**config.mk**
```make
export PLATFORM = sky130hd
export DESIGN_NAME = seg7_scan_ctrl
export DESIGN_NICKNAME = d
export VERILOG_FILES = /design/src/rtl/seg7_scan_ctrl.sv
export SDC_FILE = /design/constraint.sdc
export NUM_CORES = 1
export LEC_CHECK = 0
export BUFFER_PORTS_ARGS = -buffer_cell sky130_fd_sc_hd__buf_2
export CELL_PAD_IN_SITES_DETAIL_PLACEMENT = 0
export CELL_PAD_IN_SITES_GLOBAL_PLACEMENT = 2
export CORE_MARGIN = 3
export CORE_UTILIZATION = 36
export DETAILED_ROUTE_END_ITERATION = 8
export PLACE_DENSITY_LB_ADDON = 0.1
export SYNTH_ARGS = -nofsm -noshare
export SYNTH_HDL_FRONTEND = slang
export SYNTH_SLANG_ARGS = --single-unit
```
**constraint.sdc**
```tcl
create_clock -name clk -period 2.75 [get_ports clk]
set_input_delay 0.825 -clock clk [delete_from_list [all_inputs] [get_ports clk]]
set_output_delay 0.825 -clock clk [all_outputs]
set_load 0.02 [all_outputs]
```
**src/rtl/seg7_scan_ctrl.sv**
```systemverilog
// Multiplexed 7-segment scan controller.
// Cycles IDLE -> BLANK -> DRIVE per digit. Digit data is double-buffered
// (staging -> shadow) so a new value only becomes visible at a frame boundary.
// Optional feature: define SEG7_LEADING_ZERO_BLANK_EN to suppress leading zeros.
module seg7_scan_ctrl #(
  parameter int unsigned NUM_DIGITS   = 4,
  parameter int unsigned DWELL_CYCLES = 1000,
  parameter int unsigned BLANK_CYCLES = 8
) (
  input  logic                      clk,
  input  logic                      reset,
  input  logic                      enable,
  input  logic                      load,
  input  logic [4*NUM_DIGITS-1:0]   value,
  input  logic [NUM_DIGITS-1:0]     dp_in,
  input  logic                      show_a2f,
  output logic [3:0]                hex,
  output logic                      show_a2f_out,
  output logic [NUM_DIGITS-1:0]     digit_sel,
  output logic                      dp,
  output logic                      frame_done,
  output logic                      load_ack
);

  localparam int unsigned IdxW   = $clog2(NUM_DIGITS);
  localparam int unsigned CntMax = (DWELL_CYCLES > BLANK_CYCLES) ? DWELL_CYCLES : BLANK_CYCLES;
  localparam int unsigned CntW   = $clog2(CntMax + 1);

  localparam logic [IdxW-1:0] LastIdx   = IdxW'(NUM_DIGITS - 1);
  localparam logic [CntW-1:0] BlankLast = CntW'(BLANK_CYCLES - 1);
  localparam logic [CntW-1:0] DwellLast = CntW'(DWELL_CYCLES - 1);

  typedef enum logic [1:0] {StIdle, StBlank, StDrive} state_e;

  state_e                  state_q, state_d;
  logic [IdxW-1:0]         idx_q, idx_d;
  logic [CntW-1:0]         cnt_q, cnt_d;
  logic                    wrap;

  logic [4*NUM_DIGITS-1:0] stage_val_q, stage_val_d;
  logic [NUM_DIGITS-1:0]   stage_dp_q, stage_dp_d;
  logic                    stage_show_q, stage_show_d;
  logic                    pending_q, pending_d;

  logic [4*NUM_DIGITS-1:0] shadow_val_q, shadow_val_d;
  logic [NUM_DIGITS-1:0]   shadow_dp_q, shadow_dp_d;
  logic                    shadow_show_q, shadow_show_d;

  logic [3:0]              hex_q, hex_d;
  logic [NUM_DIGITS-1:0]   digit_sel_q, digit_sel_d;
  logic                    dp_q, dp_d;
  logic                    frame_done_q;
  logic                    load_ack_q, load_ack_d;
  logic                    lz_blank;

  // Scan sequencing: enable low forces IDLE; otherwise walk BLANK/DRIVE per digit.
  always_comb begin
    state_d = state_q;
    idx_d   = idx_q;
    cnt_d   = cnt_q;
    wrap    = 1'b0;
    if (!enable) begin
      state_d = StIdle;
      idx_d   = '0;
      cnt_d   = '0;
    end else begin
      unique case (state_q)
        StIdle: begin
          state_d = StBlank;
          idx_d   = '0;
          cnt_d   = '0;
        end
        StBlank: begin
          if (cnt_q == BlankLast) begin
            state_d = StDrive;
            cnt_d   = '0;
          end else begin
            cnt_d = cnt_q + 1'b1;
          end
        end
        StDrive: begin
          if (cnt_q == DwellLast) begin
            state_d = StBlank;
            cnt_d   = '0;
            if (idx_q == LastIdx) begin
              idx_d = '0;
              wrap  = 1'b1;
            end else begin
              idx_d = idx_q + 1'b1;
            end
          end else begin
            cnt_d = cnt_q + 1'b1;
          end
        end
        default: state_d = StIdle;
      endcase
    end
  end

  // Load buffering: staging always takes the latest load; shadow only changes at
  // a frame wrap (or while idle) so a frame never mixes old and new digits.
  always_comb begin
    stage_val_d   = stage_val_q;
    stage_dp_d    = stage_dp_q;
    stage_show_d  = stage_show_q;
    pending_d     = pending_q;
    shadow_val_d  = shadow_val_q;
    shadow_dp_d   = shadow_dp_q;
    shadow_show_d = shadow_show_q;
    load_ack_d    = 1'b0;
    if (load) begin
      stage_val_d  = value;
      stage_dp_d   = dp_in;
      stage_show_d = show_a2f;
      pending_d    = 1'b1;
    end
    if (wrap) begin
      if (load) begin
        // Same-cycle load bypasses staging straight into the new frame.
        shadow_val_d  = value;
        shadow_dp_d   = dp_in;
        shadow_show_d = show_a2f;
        pending_d     = 1'b0;
        load_ack_d    = 1'b1;
      end else if (pending_q) begin
        shadow_val_d  = stage_val_q;
        shadow_dp_d   = stage_dp_q;
        shadow_show_d = stage_show_q;
        pending_d     = 1'b0;
        load_ack_d    = 1'b1;
      end
    end else if (state_q == StIdle && pending_q) begin
      shadow_val_d  = stage_val_q;
      shadow_dp_d   = stage_dp_q;
      shadow_show_d = stage_show_q;
      pending_d     = load;
      load_ack_d    = 1'b1;
    end
  end

  // Registered outputs derived from next state so they align with the state.
  always_comb begin
    lz_blank = 1'b0;
`ifdef SEG7_LEADING_ZERO_BLANK_EN
    if (idx_d != '0) begin
      lz_blank = 1'b1;
      for (int k = 0; k < int'(NUM_DIGITS); k++) begin
        if (k >= int'(idx_d) && (shadow_val_d[4*k +: 4] != 4'h0 || shadow_dp_d[k])) begin
          lz_blank = 1'b0;
        end
      end
    end
`endif
    hex_d       = shadow_val_d[4*int'(idx_d) +: 4];
    digit_sel_d = '0;
    dp_d        = 1'b0;
    if (state_d == StDrive && !lz_blank) begin
      digit_sel_d = NUM_DIGITS'(1) << idx_d;
      dp_d        = shadow_dp_d[idx_d];
    end
  end

  // State and output registers with synchronous reset.
  always_ff @(posedge clk) begin
    if (reset) begin
      state_q       <= StIdle;
      idx_q         <= '0;
      cnt_q         <= '0;
      stage_val_q   <= '0;
      stage_dp_q    <= '0;
      stage_show_q  <= 1'b0;
      pending_q     <= 1'b0;
      shadow_val_q  <= '0;
      shadow_dp_q   <= '0;
      shadow_show_q <= 1'b0;
      hex_q         <= '0;
      digit_sel_q   <= '0;
      dp_q          <= 1'b0;
      frame_done_q  <= 1'b0;
      load_ack_q    <= 1'b0;
    end else begin
      state_q       <= state_d;
      idx_q         <= idx_d;
      cnt_q         <= cnt_d;
      stage_val_q   <= stage_val_d;
      stage_dp_q    <= stage_dp_d;
      stage_show_q  <= stage_show_d;
      pending_q     <= pending_d;
      shadow_val_q  <= shadow_val_d;
      shadow_dp_q   <= shadow_dp_d;
      shadow_show_q <= shadow_show_d;
      hex_q         <= hex_d;
      digit_sel_q   <= digit_sel_d;
      dp_q          <= dp_d;
      frame_done_q  <= wrap;
      load_ack_q    <= load_ack_d;
    end
  end

  assign hex          = hex_q;
  assign show_a2f_out = shadow_show_q;
  assign digit_sel    = digit_sel_q;
  assign dp           = dp_q;
  assign frame_done   = frame_done_q;
  assign load_ack     = load_ack_q;

endmodule
```
==> parameters.txt, run 1 <==
Parameter                              Value

Timing
  Final count of negative-setup-slack endpoints    0
  Time the final worst path needs with I/O delays and setup    2.46 ns
  Actual slew at the worst max-slew pin    0.540 ns
  Clock Skews    0.0127 ns
  Number of hold-slack violations in the final timing report    0
  Summed negative setup slack over all endpoints    0 ns
  Highest achievable clock rate    406 MHz
  Relative slew slack    64.0%
  RSZ-0062 raised after global routing    false
  Number of slew-limit violations in the final report    0
  Final worst-path cycle share    89.5%

Synth
  Post-Synthesis Mean Instance Area    8.83 um^2
  Net count of the mapped netlist    430
  Most used flip-flop cell after synthesis    sky130_fd_sc_hd__dfxtp_1
  Register area share after synthesis    38.7%
  Number of flip-flops and latches in the synthesized netlist    68
  Number of warnings reported in the yosys synthesis log    0
  Synthesized instance count    398
  Post-synthesis cell area    3510 um^2
  Unique masters post-synth    54
  Fraction of synthesis flops using an asynchronous set or reset pin    0%
  Count of flip-flops with a built-in enable after synthesis    0

Critical path
  Critical Path Max Stage Delay    0.54 ns
  Critical Setup Path Class    flip-flop to flip-flop
  WP data arrival    2.72 ns
  Max Fanout on Critical Path    11
  Cell-by-cell trace of the critical path    inv_1 > ha_1 > nand3_1 > nor3_2 > mux2_1 > nand2b_1 > o31ai_2
  Crit path buffers/inverters    1
  Crit path required time    3.01 ns
  Kind of cell adding the most delay to the critical path    simple AND/OR/NAND/NOR gates
  Startpoint class of the critical path    flip-flop
  Slowest stage cell on the critical path    sky130_fd_sc_hd__mux2_1
  Crit. End Element    flip-flop

GRT
  Number of antenna violations at the first check in global routing    0
  Global-route wire length before repair    14.1 mm
  Aggregate global routing overflow    0
  Total Routing Usage GR    15.9%
  Pin count of the biggest net entering global routing    45
  Number of global-route vias before repair    2,738

Routing
  Remaining antenna violation count    0
  Number of DRC violations after detailed-routing iteration 0    89
  Average detailed-routed wire length per instance    15.1 um
  Drt drc    0
  Vias per cell    5.07
  Via count    2,852
  First drt pass iteration count    4
  Routed wire length    8.46 mm

CTS
  Hold-fix buffers at CTS    0
  Clock net sink count    68
  TritonCTS clock tree    built
  Register clock-pin slew on the reported worst setup and hold paths    0.08 ns
  Clk_lat worst skew    0.34 ns
  Count of cells resized by post-cts repair    0
  Number of H-tree levels    3
  Clock tree buffer depth    2
  CTS Root Cell    sky130_fd_sc_hd__clkbuf_8
  CTS Buf Count    9
  # Post-CTS Setup Buffers    0

Floorplanning
  Area of the die    11,000 um^2
  Ports placed on the boundary    37
  Die height    105 um
  Width of the die    105 um
  Initial Util    37.5%
  Std-Cell Core Area    9370 um^2
  Row count    35

Layout
  Area growth syn-to-layout    14.7%
  Utilization after layout    43.0%
  Most common cell after layout, fill and taps aside    sky130_fd_sc_hd__dfxtp_1
  Top library cells by usage in the layout, fill and taps aside    68 x sky130_fd_sc_hd__dfxtp_1, 59 x sky130_fd_sc_hd__nor2_1, 51 x sky130_fd_sc_hd__mux2i_1
  Count of placed standard cells in the final layout, fillers left out    562
  Share of cells above drive strength 1    18.5%
  Total number of nets in the final design    460
  Count of inserted antenna diode cells    0
  Sequential cell area    1360 um^2
  Filler cell count    974
  Area occupied by multi-input gates    1990 um^2

Job
  Max-Cap Viols    0

Worst hold path
  Type of the most critical hold path    flip-flop to flip-flop

Power
  Power Dens Cells    543 nW/um^2
  Max VDD drop    0.215 mV
  Leakage power total    1.68 nW

Status
  Status    complete, no violations

Placed design
  DP HPWL    5.87 mm
  Number of port buffers    36
  Global placer's final weighted congestion    0.728
  Instance count after placement with tap cells included    546
## flip-flops by register name, indices dropped and copies added, names as in the netlist, 2 cells and up
signal        cells
digit_sel         4
idx_q             2
stage_dp_q        4
state_q           2
shadow_dp_q       4
hex               4
cnt_q            10
stage_val_q      16
shadow_val_q     16
## final cells by class
type                       instances  area share, %
multi-input combinational        296           49.5
sequential                        68           33.8
clock inverter                     5           2.05
inverter                           7          0.652
timing repair buffer              46           6.33
clock buffer                      11           3.75
tap                              129           4.00
## worst paths after layout
kind | from | end | slack (ns) | cells after the start
worst max-delay path | state_q[0] | dp | 0.29 | 7
worst min-delay path | stage_show_q | show_a2f_out | 0.46 | 2
worst max register to register | state_q[0] | dp | 0.29 | 7
worst min register to register | stage_show_q | show_a2f_out | 0.46 | 2
## cells by family after synthesis
family / count (synthesis) / share of synthesized area, %
and+or+nand+nor: 149 / 20.9
xor gates and xnor gates: 8 / 1.99
buffers and inverters: 34 / 4.52
AOI/OAI and AO/OA: 74 / 14.6
adders and majority gates: 7 / 2.49
DFF: 68 / 38.7
muxes: 58 / 16.8
## synth_stat cells, drive strengths merged (2+ instances only)
cell    count  area [um^2]
xnor2       3         26.3
o32ai       2         36.3
inv         7         26.3
nand4       4         25.0
and4        2         17.5
o22ai       2         12.5
o211ai      2         15.0
a31oi       4         25.0
a311oi      2         17.5
o21ai      14         70.1
nor3        7         50.1
a21oi      18         90.1
nand2b      9         56.3
buf        14         82.6
dfxtp      68         1360
nand3       8         45.0
a211oi     19          143
o31ai       3         27.5
nand3b      2         15.0
nand2      39          146
mux2i      51          510
and3        5         31.3
xor2        5         43.8
clkbuf     13         50.0
a211o       2         17.5
mux2        7         78.8
nor2       59          221
and2        6         37.5
ha          7         87.6
or4         2         18.8
## layer usage
metal,up-vias,global-route usage (%),wire length [um]
li1,1473,-,-
met1,1334,22.0,4380
met2,36,24.7,3720
met3,9,2.72,236
met4,0,6.37,130
met5,-,0,0
## stage by stage
| step | power (mW) | worst slack (ns) | hold WS, ns | cell area [um^2] |
|---|---|---|---|---|
| global route | 2.29 | 0.0999 | 0.501 | 4030 |
| detailed placement | 1.25 | 0.313 | 0.449 | 3800 |
| finish | 2.19 | 0.289 | 0.459 | 4030 |
| global placement | 1.25 | 0.376 | 0.448 | 3800 |
| floorplan | 1.19 | 0.548 | 0.433 | 3510 |
| CTS | 2.22 | 0.281 | 0.462 | 4030 |
## worst min-delay path: stages, from the launching register on
cell                      delay [ns]
sky130_fd_sc_hd__dfxtp_1        0.32
sky130_fd_sc_hd__inv_1          0.04
sky130_fd_sc_hd__a31oi_1        0.06
## report_power, final
group / internal, mW / leakage [nW] / switching (mW)
sequential: 1.01 / 0.553 / 0.0191
clock: 0.564 / 0.120 / 0.398
combinational: 0.0828 / 1.00 / 0.110
total: 1.66 / 1.68 / 0.528
Power figures use the tool's default switching activity.
==> run 2: changes to the inputs <==
Settings changed: ABC_AREA from default to 1, CORE_UTILIZATION 36 to 32.
==> parameters.txt, run 2 <==
Parameter                              Value

Routing
  Vias per cell    4.64
  Via count    3,307
  First drt pass iteration count    6
  Remaining antenna violation count    0
  Average detailed-routed wire length per instance    13.0 um
  Number of DRC violations after detailed-routing iteration 0    227
  Drt drc    0
  Routed wire length    9.26 mm

Floorplanning
  Row count    37
  Initial Util    33.7%
  Area of the die    12,400 um^2
  Std-Cell Core Area    10,600 um^2
  Die height    111 um
  Width of the die    111 um
  Ports placed on the boundary    37

GRT
  Number of global-route vias before repair    3,213
  Global-route wire length before repair    16.1 mm
  Total Routing Usage GR    16.0%
  Aggregate global routing overflow    0
  Pin count of the biggest net entering global routing    51
  Number of antenna violations at the first check in global routing    0

CTS
  Number of H-tree levels    3
  Clock net sink count    68
  Clock tree buffer depth    2
  TritonCTS clock tree    built
  Hold-fix buffers at CTS    0
  Register clock-pin slew on the reported worst setup and hold paths    0.07 ns
  CTS Buf Count    9
  # Post-CTS Setup Buffers    0
  CTS Root Cell    sky130_fd_sc_hd__clkbuf_8
  Count of cells resized by post-cts repair    0
  Clk_lat worst skew    0.36 ns

Critical path
  Crit path required time    2.97 ns
  R2r worst-path depth    9
  Startpoint class of the critical path    flip-flop
  Worst setup startpoint    state_q[0]
  WP data arrival    2.41 ns
  Critical Setup Path Class    flip-flop to flip-flop
  Crit path to    hex[2]
  Critical R2R Capture    hex[2]
  Max Fanout on Critical Path    12
  FF-to-FF Start    state_q[0]
  Crit. End Element    flip-flop
  Flop2flop setup slack    0.56 ns

Layout
  Total number of nets in the final design    603
  Top Registers    shadow_val_q x16, stage_val_q x16, cnt_q x10
  Share of cells above drive strength 1    14.4%
  Count of inserted antenna diode cells    0
  Utilization after layout    37.9%
  Area growth syn-to-layout    12.3%
  Count of placed standard cells in the final layout, fillers left out    712
  Most common cell after layout, fill and taps aside    sky130_fd_sc_hd__nand2_1
  Top library cells by usage in the layout, fill and taps aside    188 x sky130_fd_sc_hd__nand2_1, 68 x sky130_fd_sc_hd__dfxtp_1, 53 x sky130_fd_sc_hd__nor2_1

Synth
  Net count of the mapped netlist    574
  Cells taking the most area after synthesis    sky130_fd_sc_hd__dfxtp_1 38%, sky130_fd_sc_hd__nand2_1 20%, sky130_fd_sc_hd__o21ai_0 6.0%
  Post-synthesis cell area    3560 um^2
  Largest area contributor in the netlist    sky130_fd_sc_hd__dfxtp_1
  Most instantiated library cell after synthesis    sky130_fd_sc_hd__nand2_1
  Register area share after synthesis    38.3%
  Most used flip-flop cell after synthesis    sky130_fd_sc_hd__dfxtp_1
  Unique masters post-synth    35
  Post-Synthesis Mean Instance Area    6.57 um^2
  Share of the synthesized area in the top cell type    38.3%
  Synthesized instance count    542
  Fraction of synthesis flops using an asynchronous set or reset pin    0%
  Number of flip-flops and latches in the synthesized netlist    68
  Number of warnings reported in the yosys synthesis log    0
  Count of flip-flops with a built-in enable after synthesis    0
  Commonest cells post-synth    188 x sky130_fd_sc_hd__nand2_1, 68 x sky130_fd_sc_hd__dfxtp_1, 53 x sky130_fd_sc_hd__nor2_1, 45 x sky130_fd_sc_hd__inv_1, 43 x sky130_fd_sc_hd__o21ai_0

Timing
  Clock Skews    0.00510 ns
  Actual slew at the worst max-slew pin    0.599 ns
  Highest achievable clock rate    457 MHz
  RSZ-0062 raised after global routing    false
  Relative slew slack    60.0%
  Final count of negative-setup-slack endpoints    0
  Final worst-path cycle share    79.5%
  Number of slew-limit violations in the final report    0
  Number of hold-slack violations in the final timing report    0
  Summed negative setup slack over all endpoints    0 ns
  Time the final worst path needs with I/O delays and setup    2.19 ns

Placed design
  Global placer's final weighted congestion    0.759
  DP HPWL    6.20 mm
  Instance count after placement with tap cells included    696
  Number of port buffers    36

Power
  Max VDD drop    0.356 mV
  Power Dens Cells    513 nW/um^2
  Leakage power total    2.01 nW

Status
  Status    complete, no violations

Job
  Max-Cap Viols    0

Worst hold path
  Type of the most critical hold path    flip-flop to flip-flop
-- run 2: cell type report --
type / count / area [um^2]
inverters: 52 / 195
clock buffers: 14 / 153
well taps: 136 / 170
repair buffers: 45 / 260
clock inverters: 2 / 10.0
flip-flops and latches: 68 / 1360
multi-input cells: 395 / 1850
fillers: 1188 / 6560
-- run 2: kinds of logic after synthesis --
kind of cell	after synthesis	share of synthesized area [%]
and+or+nand+nor	287	34.0
AOI/OAI and AO/OA	95	14.0
xor gates and xnor gates	5	1.23
DFF	68	38.3
muxes	1	0.281
adders and majority gates	7	2.46
buffers and inverters	79	9.85
-- run 2: layer usage --
metal	track usage [%]	wire length [um]	up-vias
met1	21.2	4590	1491
met4	4.14	107	0
met5	0	0	-
li1	-	-	1751
met2	25.0	4060	57
met3	5.60	494	8
-- run 2: metrics by stage --
stage	area [um^2]	setup WS [ns]	power, mW	hold slack, ns
after floorplan	3560	1.00	1.26	0.451
after global placement	3830	0.510	1.34	0.463
after detailed placement	3830	0.496	1.34	0.467
after CTS	4000	0.468	2.10	0.480
after global routing	4000	0.321	2.19	0.500
final	4000	0.563	2.05	0.476
-- run 2: worst min-delay path by stage --
stage	cells past startpoint	slack, ns	endpoint	startpoint
after floorplan	2	0.45	stage_dp_q[0]	stage_dp_q[0]
after global placement	2	0.46	stage_val_q[7]	stage_val_q[7]
after detailed placement	2	0.47	stage_val_q[8]	stage_val_q[8]
after CTS	2	0.48	stage_val_q[8]	stage_val_q[8]
after global routing	2	0.50	stage_val_q[12]	stage_val_q[12]
final	2	0.48	stage_val_q[6]	stage_val_q[6]
-- run 2: worst max-delay path, cell delays in order (launching register included) --
cell and delay, ns:
sky130_fd_sc_hd__dfxtp_1 0.42, sky130_fd_sc_hd__inv_1 0.11, sky130_fd_sc_hd__ha_1 0.30, sky130_fd_sc_hd__or2_1 0.25, sky130_fd_sc_hd__o21ai_0 0.12, sky130_fd_sc_hd__a21oi_1 0.09
sky130_fd_sc_hd__nor2_2 0.45, sky130_fd_sc_hd__nand2_1 0.09, sky130_fd_sc_hd__nand3_1 0.13, sky130_fd_sc_hd__a21oi_1 0.08
-- run 2: report_power, final --
group	internal (mW)	total, mW	switching [mW]
clock network	0.351	0.737	0.386
logic	0.0971	0.261	0.164
registers	1.03	1.05	0.0245
